$ cat src/rtl/core_bus_arbiter_pkg.sv
// Shared encodings for the core bus arbiter: FSM states, port owners and the
// write-mask to byte-strobe helper.
package core_bus_arbiter_pkg;

  localparam int REG_BUS = 64;

  localparam logic [1:0] ARB_IDLE = 2'd0;
  localparam logic [1:0] ARB_REQ  = 2'd1;
  localparam logic [1:0] ARB_WAIT = 2'd2;
  localparam logic [1:0] ARB_DONE = 2'd3;

  localparam logic ARB_OWN_INST = 1'b0;
  localparam logic ARB_OWN_DATA = 1'b1;

  // The core replicates each byte-enable across its 8 mask bits; bit 0 of each byte is enough.
  function automatic logic [7:0] mask_to_strb(input logic [REG_BUS-1:0] mask);
    logic [7:0] strb;
    strb = '0;
    for (int i = 0; i < 8; i++) begin
      strb[i] = mask[8*i];
    end
    return strb;
  endfunction

endpackage

$ cat src/rtl/core_bus_arbiter_watchdog.sv
// Wait-state watchdog: counts enabled cycles after a clear and flags expiry on
// the cycle in which the count reaches CYCLES.
module bus_watchdog #(
  parameter int CYCLES = 255
) (
  input  logic clk,
  input  logic rst,
  input  logic i_clear,
  input  logic i_enable,
  output logic o_expired
);

  localparam int W = $clog2(CYCLES + 1);

  logic [W-1:0] r_count;

  // NOTE: sequential state uses non-blocking assignments so every register samples pre-edge values.
  always_ff @(posedge clk) begin
    if (rst || i_clear) begin
      r_count <= '0;
    end else if (i_enable && (r_count != W'(CYCLES))) begin
      r_count <= r_count + W'(1);
    end
  end

  assign o_expired = i_enable && (r_count == W'(CYCLES - 1));

endmodule

$ cat src/rtl/core_bus_arbiter.sv
// Merges the core's fetch and load/store ports onto one single-outstanding
// valid/ready memory bus, alternating owners under contention.
module core_bus_arbiter
  import core_bus_arbiter_pkg::*;
#(
  parameter int TIMEOUT_CYCLES = 255
) (
  input  logic         clk,
  input  logic         rst,
  input  logic         inst_ena,
  input  logic [63:0]  inst_addr,
  output logic [63:0]  inst_rdata,
  output logic         inst_ready,
  input  logic         mem_rena,
  input  logic [63:0]  mem_raddr,
  input  logic         mem_wena,
  input  logic [63:0]  mem_waddr,
  input  logic [63:0]  mem_wdata,
  input  logic [63:0]  mem_wmask,
  output logic [63:0]  mem_rdata,
  output logic         mem_ready,
  output logic         bus_req_valid,
  input  logic         bus_req_ready,
  output logic [63:0]  bus_req_addr,
  output logic         bus_req_wen,
  output logic [63:0]  bus_req_wdata,
  output logic [7:0]   bus_req_wstrb,
  input  logic         bus_resp_valid,
  input  logic [63:0]  bus_resp_rdata,
  output logic         bus_err
);

  logic [1:0]  r_state;
  logic        r_owner;
  logic        r_last_owner;
  logic        r_req_valid;
  logic [63:0] r_req_addr;
  logic        r_req_wen;
  logic [63:0] r_req_wdata;
  logic [7:0]  r_req_wstrb;
  logic [63:0] r_inst_rdata;
  logic [63:0] r_mem_rdata;
  logic        r_inst_ready;
  logic        r_mem_ready;
  logic        r_bus_err;

  logic [1:0]  w_state_next;
  logic        w_data_req;
  logic        w_grant_data;
  logic        w_start;
  logic        w_accept;
  logic        w_wd_enable;
  logic        w_expired;
  logic [63:0] w_sel_addr;
  logic        w_unused;

  assign w_data_req   = mem_rena | mem_wena;
  // Data normally wins, but a fetch waiting behind a completed data access goes next.
  assign w_grant_data = w_data_req && !((r_last_owner == ARB_OWN_DATA) && inst_ena);
  assign w_start      = (r_state == ARB_IDLE) && (w_data_req || inst_ena);
  assign w_accept     = (r_state == ARB_REQ) && bus_req_ready;
  assign w_wd_enable  = (r_state == ARB_WAIT) && !bus_resp_valid;
  assign w_sel_addr   = w_grant_data ? (mem_wena ? mem_waddr : mem_raddr) : inst_addr;

  assign w_unused = &{1'b0, inst_addr[2:0], mem_raddr[2:0], mem_waddr[2:0], mem_wmask};

  bus_watchdog #(
    .CYCLES (TIMEOUT_CYCLES)
  ) u_watchdog (
    .clk       (clk),
    .rst       (rst),
    .i_clear   (w_accept),
    .i_enable  (w_wd_enable),
    .o_expired (w_expired)
  );

  // NOTE: every always_comb output gets a default first so no path can infer a latch.
  always_comb begin
    w_state_next = r_state;
    case (r_state)
      ARB_IDLE: if (w_start)                      w_state_next = ARB_REQ;
      ARB_REQ:  if (bus_req_ready)                w_state_next = ARB_WAIT;
      ARB_WAIT: if (bus_resp_valid || w_expired)  w_state_next = ARB_DONE;
      default:                                    w_state_next = ARB_IDLE;
    endcase
  end

  always_ff @(posedge clk) begin
    if (rst) begin
      r_state      <= ARB_IDLE;
      r_owner      <= ARB_OWN_INST;
      r_last_owner <= ARB_OWN_INST;
      r_req_valid  <= 1'b0;
      r_req_addr   <= '0;
      r_req_wen    <= 1'b0;
      r_req_wdata  <= '0;
      r_req_wstrb  <= '0;
      r_inst_rdata <= '0;
      r_mem_rdata  <= '0;
      r_inst_ready <= 1'b0;
      r_mem_ready  <= 1'b0;
      r_bus_err    <= 1'b0;
    end else begin
      r_state      <= w_state_next;
      r_req_valid  <= (w_state_next == ARB_REQ);
      r_inst_ready <= (w_state_next == ARB_DONE) && (r_owner == ARB_OWN_INST);
      r_mem_ready  <= (w_state_next == ARB_DONE) && (r_owner == ARB_OWN_DATA);

      if (w_start) begin
        r_owner     <= w_grant_data ? ARB_OWN_DATA : ARB_OWN_INST;
        r_req_addr  <= {w_sel_addr[63:3], 3'b000};
        r_req_wen   <= w_grant_data && mem_wena;
        r_req_wdata <= (w_grant_data && mem_wena) ? mem_wdata : '0;
        r_req_wstrb <= (w_grant_data && mem_wena) ? mask_to_strb(mem_wmask) : '0;
      end

      // Stores never touch mem_rdata; timed-out reads return zero.
      if (r_state == ARB_WAIT) begin
        if (bus_resp_valid) begin
          if (r_owner == ARB_OWN_INST)  r_inst_rdata <= bus_resp_rdata;
          else if (!r_req_wen)          r_mem_rdata  <= bus_resp_rdata;
        end else if (w_expired) begin
          r_bus_err <= 1'b1;
          if (r_owner == ARB_OWN_INST)  r_inst_rdata <= '0;
          else if (!r_req_wen)          r_mem_rdata  <= '0;
        end
      end

      if (r_state == ARB_DONE) begin
        r_last_owner <= r_owner;
      end
    end
  end

  assign inst_rdata    = r_inst_rdata;
  assign inst_ready    = r_inst_ready;
  assign mem_rdata     = r_mem_rdata;
  assign mem_ready     = r_mem_ready;
  assign bus_req_valid = r_req_valid;
  assign bus_req_addr  = r_req_addr;
  assign bus_req_wen   = r_req_wen;
  assign bus_req_wdata = r_req_wdata;
  assign bus_req_wstrb = r_req_wstrb;
  assign bus_err       = r_bus_err;

endmodule

$ cat config.mk
export PLATFORM = sky130hd
export DESIGN_NAME = core_bus_arbiter
export DESIGN_NICKNAME = d
export VERILOG_FILES = /design/src/rtl/core_bus_arbiter_pkg.sv /design/src/rtl/core_bus_arbiter_watchdog.sv /design/src/rtl/core_bus_arbiter.sv
export SDC_FILE = /design/constraint.sdc
export NUM_CORES = 1
export LEC_CHECK = 0
export ABC_AREA = 0
export BUFFER_PORTS_ARGS = -buffer_cell sky130_fd_sc_hd__clkbuf_2
export CELL_PAD_IN_SITES_DETAIL_PLACEMENT = 0
export CELL_PAD_IN_SITES_GLOBAL_PLACEMENT = 1
export CORE_AREA = 2 2 259 261
export CTS_CLUSTER_SIZE = 8
export DETAILED_ROUTE_END_ITERATION = 7
export DIE_AREA = 0 0 261 263
export PLACE_DENSITY_LB_ADDON = 0.1
export SLEW_MARGIN = 10
export SYNTH_ARGS = -nofsm -noshare
export SYNTH_HDL_FRONTEND = slang
export SYNTH_SLANG_ARGS = --single-unit
$ cat constraint.sdc
create_clock -name clk -period 4.4 [get_ports clk]
set_clock_uncertainty 0.15 [all_clocks]
set_input_delay 0.88 -clock clk [delete_from_list [all_inputs] [get_ports clk]]
set_output_delay 0.88 -clock clk [all_outputs]
set_load 0.01 [all_outputs]
; ---- Word level (Yosys, flattened, before mapping)
; Index checks and enable logic that the tools add are counted.
; Widths: inputs -> output; s select.
[word_totals]
register_bits = 278
latchBits = 0
mem_bits_rw = 0
mem_bits_ro = 0
out_inout_bits = 269
word_cells = 65
memories = 0
[classes]
addsub = 1
mul = 0
div_mod_pow = 0
n_lt_le_gt_ge = 0
n_eq_ne = 7
n_shift = 0
n_mux = 19
bitwise_logic = 4
reduce_logical = 20
[ops]
columns = op, n
row1 = $mux 64, 13
row2 = $logic_and 1x1->1, 10
row3 = $add 8x1->8 const B, 1
row4 = $eq 8x8->1 const B, 1
row5 = $mux 8, 1
row6 = $ne 8x8->1 const B, 1
row7 = $eq 2x2->1 const B, 3
row8 = $mux 2, 3
row9 = $pmux 2 s3, 1
row10 = $reduce_and 3->1, 2
row11 = $eq 2x1->1 const B, 2
row12 = $reduce_and 4->1, 1
row13 = $logic_or 1x1->1, 3
row14 = $not 1->1, 3
row15 = $logic_not 1->1, 2
row16 = $logic_not 2->1, 1
row17 = $reduce_bool 2->1, 1
row18 = $mux 1, 1
row19 = $or 1x1->1, 1

; ---- Longest topological paths before layout
[logic_depth]
ltp_word = 8
depth_mapped = 8
depth_no_buf = 6

; ---- Cells and area by module
; A second synthesis with hierarchy kept.
[hier_totals]
hier_cells = 1368
hier_area_um2 = 12370.6
[by_module_without_submodules]
columns = mod, n_inst, cells_per_inst, area_per_inst_um2, seq_area_each_um2
row1 = core_bus_arbiter, 1, 1317, 11911.4, 5405.2
row2 = bus_watchdog, 1, 51, 459.2, 160.2

; ---- Worst setup path after synthesis
; OpenSTA, ideal clock, no wires.
[synth_timing]
path_kind = input -> register
start = in mem_rena
end = reg r_req_addr[24] (netlist: bus_req_addr[24])
setup_ps = 74
arrival_time_ps = 1936
required_time_ps = 4176
setup_slack_ps = 2239
stages = 6
n_path_buf = 3
path_cell_list = o31ai_1 > buf_2 > buf_2 > clkbuf_1 > nand3b_1 > o21ai_0
[synth_via]
elab_chain_cells = 3
[synth_lines]
columns = element, line
row1 = from (decl), core_bus_arbiter.sv:14  ; input logic mem_rena,
row2 = $or 1x1->1 *, core_bus_arbiter.sv:57  ; assign w_data_req = mem_rena | mem_wena;
row3 = $logic_and 1x1->1 / $logic_or 1x1->1 (equally long branches), "core_bus_arbiter.sv:59, core_bus_arbiter.sv:60"
row4 = $mux 64 / $logic_and 1x1->1 (equally long branches), "core_bus_arbiter.sv:63, core_bus_arbiter.sv:60"
row5 = to (signal assigned), core_bus_arbiter.sv:111  ; r_req_addr <= {w_sel_addr[63:3], 3'b000};
row6 = to (decl), core_bus_arbiter.sv:37  ; logic [63:0] r_req_addr;
; Every way passes the cells marked *; elsewhere a longest branch is shown, timed or not.
; A chain may end at the register's enable or synchronous reset.

; ---- Worst setup path after layout
[layout_timing]
start = reg r_state[1]
end = reg r_inst_rdata[15] (netlist: inst_rdata[15])
[layout_via]
elab_chain_cells = 5
[layout_lines]
columns = element, line
row1 = from (decl), core_bus_arbiter.sv:33  ; logic [1:0] r_state;
row2 = from (signal assigned), core_bus_arbiter.sv:104  ; r_state <= w_state_next;
row3 = $eq 2x2->1 *, "core_bus_arbiter.sv:62, core_bus_arbiter.sv:118"
row4 = $logic_and 1x1->1, core_bus_arbiter.sv:62  ; assign w_wd_enable = (r_state == ARB_WAIT) && !bus_resp_valid;
row5 = $logic_and 1x1->1, core_bus_arbiter_watchdog.sv:26  ; assign o_expired = i_enable && (r_count == W'(CYCLES - 1));
row6 = $reduce_bool 2->1 (no line), --
row7 = $reduce_and 3->1 (no line) *, --
row8 = to (signal assigned), core_bus_arbiter.sv:120  ; if (r_owner == ARB_OWN_INST) r_inst_rdata <= bus_resp_rdata;
row9 = to (decl), core_bus_arbiter.sv:41  ; logic [63:0] r_inst_rdata;
; Marks and branches as above.

==> flow_metrics.py <==
metrics = {
    "outcome": {
        "status": "completed",
    },
    "timing": {
        "finalWorstPathRequiredPeriod_ns": 2.41,
        "slew_viol_final": 0,
        "tns_ns": 0,
        "worst_slack_ns": 1.99,
        "rsz0062_at_grt": "no",
        "worst_hold_slack_ns": 0.331,
        "fmax_mhz": 416,
        "post-route-period-util": 0.547,
        "tightest_slew_ns": 0.875,
        "final-setup-viol-count": 0,
        "maxSlewHeadroom": 0.417,
        "hold_viol": 0,
    },
    "worst_setup_path": {
        "r2r_slack_ns": 1.99,
        "end_kind": "register",
        "worstRegToRegCells": 5,
        "start_kind": "register",
        "cp.required_ns": 4.72,
        "crit_type": "reg -> reg",
        "path_max_fanout": 30,
        "rr_startpoint": "r_state[1]",
        "regToRegEndpoint": "inst_rdata[15]",
        "critPathArrivalTime_ns": 2.72,
    },
    "clock_tree": {
        "cts-resized-gates": 0,
        "cts.sinks": 278,
        "clk_path_buf_depth": 3,
        "cts_setup_buffers": 0,
        "clock_latency_ns": 0.56,
        "cts_made_buffers": 41,
        "clockRootBuffer": "clkbuf_16",
        "path_clk_slew_ns": 0.05,
        "ctsHoldBuffers": 0,
        "cts_tree": "done",
        "htree_levels": 2,
    },
    "pwr": {
        "power.internal_mw": 4.76,
        "irDropWorstVdd_mv": 0.200,
        "finalPower_mw": 6.66,
        "switching_share": 0.285,
        "power_density_nw_per_um2": 407,
        "clockPowerShare": 0.441,
        "p_comb_frac": 0.149,
        "netSwitchingPower_mw": 1.90,
        "power_frac_seq": 0.410,
        "power_leakage_nw": 6.86,
    },
    "detailed_routing": {
        "via_per_inst": 4.49,
        "drc": 0,
        "drtIter0Drc": 605,
        "top_layer": "met4",
        "detail-route-antenna-nets": 0,
        "wl_met3_mm": 3.73,
        "first_pass_iters": 5,
        "num_vias": 11900,
        "drt-total-wl_mm": 51.6,
        "wl_per_cell_microns": 19.5,
        "met1Wirelength_mm": 20.6,
        "dr_wl_met2_mm": 25.7,
    },
    "cells_and_area": {
        "regArea_sq_um": 5570,
        "layout_common_cells": "588 x clkbuf_2, 278 x dfxtp_1, 147 x nor2_1, 131 x a31oi_1, 128 x a311oi_1",
        "nets": 2165,
        "final_layout_size_suffix_gt1_frac": 0.371,
        "postLayoutCoreUtil": 0.249,
        "fillers": 7297,
        "fin_area_sq_um": 16400,
        "final_common_cell": "clkbuf_2",
        "multiInputGateArea_sq_um": 5400,
        "area.growth.synth_to_final_pct": 41.0,
        "fin_cells": 2647,
    },
    "synth": {
        "synth_cell_type_count": 42,
        "synth.avg_cell_area_sq_um": 9.11,
        "yosysSeqAreaShare": 0.480,
        "yosys_most_used_dff": "dfxtp_1",
        "ys_ff_latch": 278,
        "synth-edff-count": 0,
        "async_reset_ff_frac": 0,
        "synth_warnings": 0,
        "netlist_instances": 1273,
        "syn-cell-area_sq_um": 11600,
    },
    "floorplan": {
        "row_count": 94,
        "dieHeight_microns": 263,
        "core_sq_um": 65600,
        "die_w_microns": 261,
        "die-area_sq_um": 68600,
        "ios": 660,
        "initial_core_util": 0.177,
    },
    "global_routing": {
        "track_usage": 0.144,
        "grt.overflow.total": 0,
        "grt_max_degree": 178,
        "grt_pass1_vias": 11700,
        "antenna_found_initial": 3,
        "grt_first_pass_wirelength_mm": 75.9,
    },
    "hold_path": {
        "hold_end": "bus_err",
        "hp-class": "reg -> reg",
        "min_path_cells": 2,
        "hp-start": "bus_err",
    },
    "placed_design": {
        "place_area_sq_um": 15200,
        "placed_cells_incl_taps": 2593,
        "port_buffers": 591,
        "dpl.hpwl_mm": 35.4,
        "dp_slack_ns": 1.46,
        "gp_congestion": 0.766,
    },
    "run": {
        "max-cap-violations": 0,
    },
}
## routing by layer
layer / global-route usage / vias to the layer above
li1: - / 5818
met1: 0.166 / 5591
met2: 0.252 / 410
met3: 0.0404 / 78
met4: 0.0534 / 0
met5: 0 / -
## critical path: stages, from the launching register on
cell and delay [ns]:
dfxtp_1 0.57, nand2b_4 0.16, nor2_4 0.54, buf_4 0.45, a31oi_1 0.14, a311oi_1 0.29
## state kept, by name, indices dropped and copies added, names as in the netlist, 2 cells and up
register            flops
r_state                 2
inst_rdata             64
mem_rdata              64
bus_req_wstrb           8
bus_req_addr           61
u_watchdog.r_count      8
bus_req_wdata          64
## kinds of logic after synthesis
kind of cell / Yosys count / share of synthesized area
xor gates and xnor gates: 2 / 0.00151
AOI/OAI and AO/OA: 472 / 0.278
DFF: 278 / 0.480
adders and majority gates: 2 / 0.00216
and+or+nand+nor: 305 / 0.124
buffers and inverters: 151 / 0.0599
muxes: 62 / 0.0535
other: 1 / 0.000323
## area by class of cell
| cell class | instances | area share |
|---|---|---|
| clock inverters | 3 | 0.00252 |
| well taps | 864 | 0.0661 |
| inverters | 2 | 0.000459 |
| flip-flops and latches | 278 | 0.340 |
| repair buffers | 603 | 0.193 |
| clock buffers | 47 | 0.0666 |
| diodes | 4 | 0.000612 |
| multi-input cells | 846 | 0.330 |
## cells in the mapped netlist, drive strengths merged (2+ instances only)
cell type,count,share of area
a211oi,2,0.0013
a21oi,67,0.029
a22oi,72,0.047
a311oi,128,0.097
a31oi,131,0.071
buf,67,0.033
clkbuf,82,0.027
dfxtp,278,0.48
ha,2,0.0022
inv,2,0.00065
mux2i,62,0.054
nand2,73,0.024
nand3,5,0.0022
nand3b,61,0.039
nor2,148,0.048
nor3,4,0.0017
nor3b,2,0.0022
nor4,2,0.0011
o21ai,63,0.027
o21bai,3,0.0019
or2,2,0.0011
## worst max path at each step
| stage | start | to | slack (ns) | cells past startpoint |
|---|---|---|---|---|
| 6_report | r_state[1] | inst_rdata[15] | 1.99 | 5 |
| 3_3_place_gp | mem_wena | bus_req_addr[48] | 1.50 | 6 |
| 3_5_place_dp | mem_wena | bus_req_addr[48] | 1.46 | 6 |
| 4_1_cts | r_state[1] | inst_rdata[15] | 1.93 | 5 |
| 2_1_floorplan | mem_rena | bus_req_addr[24] | 2.24 | 6 |
| 5_1_grt | r_state[1] | inst_rdata[28] | 1.78 | 5 |
## power groups by stage
stage	clock network (mW)	logic, mW	registers (mW)
CTS	3.08	1.02	2.73
global route	3.16	1.10	2.75
global placement	0	1.02	2.78
finish	2.94	0.991	2.73
detailed placement	0	1.02	2.78
floorplan	0	0.474	2.83
(Power assumes the default switching activity.)
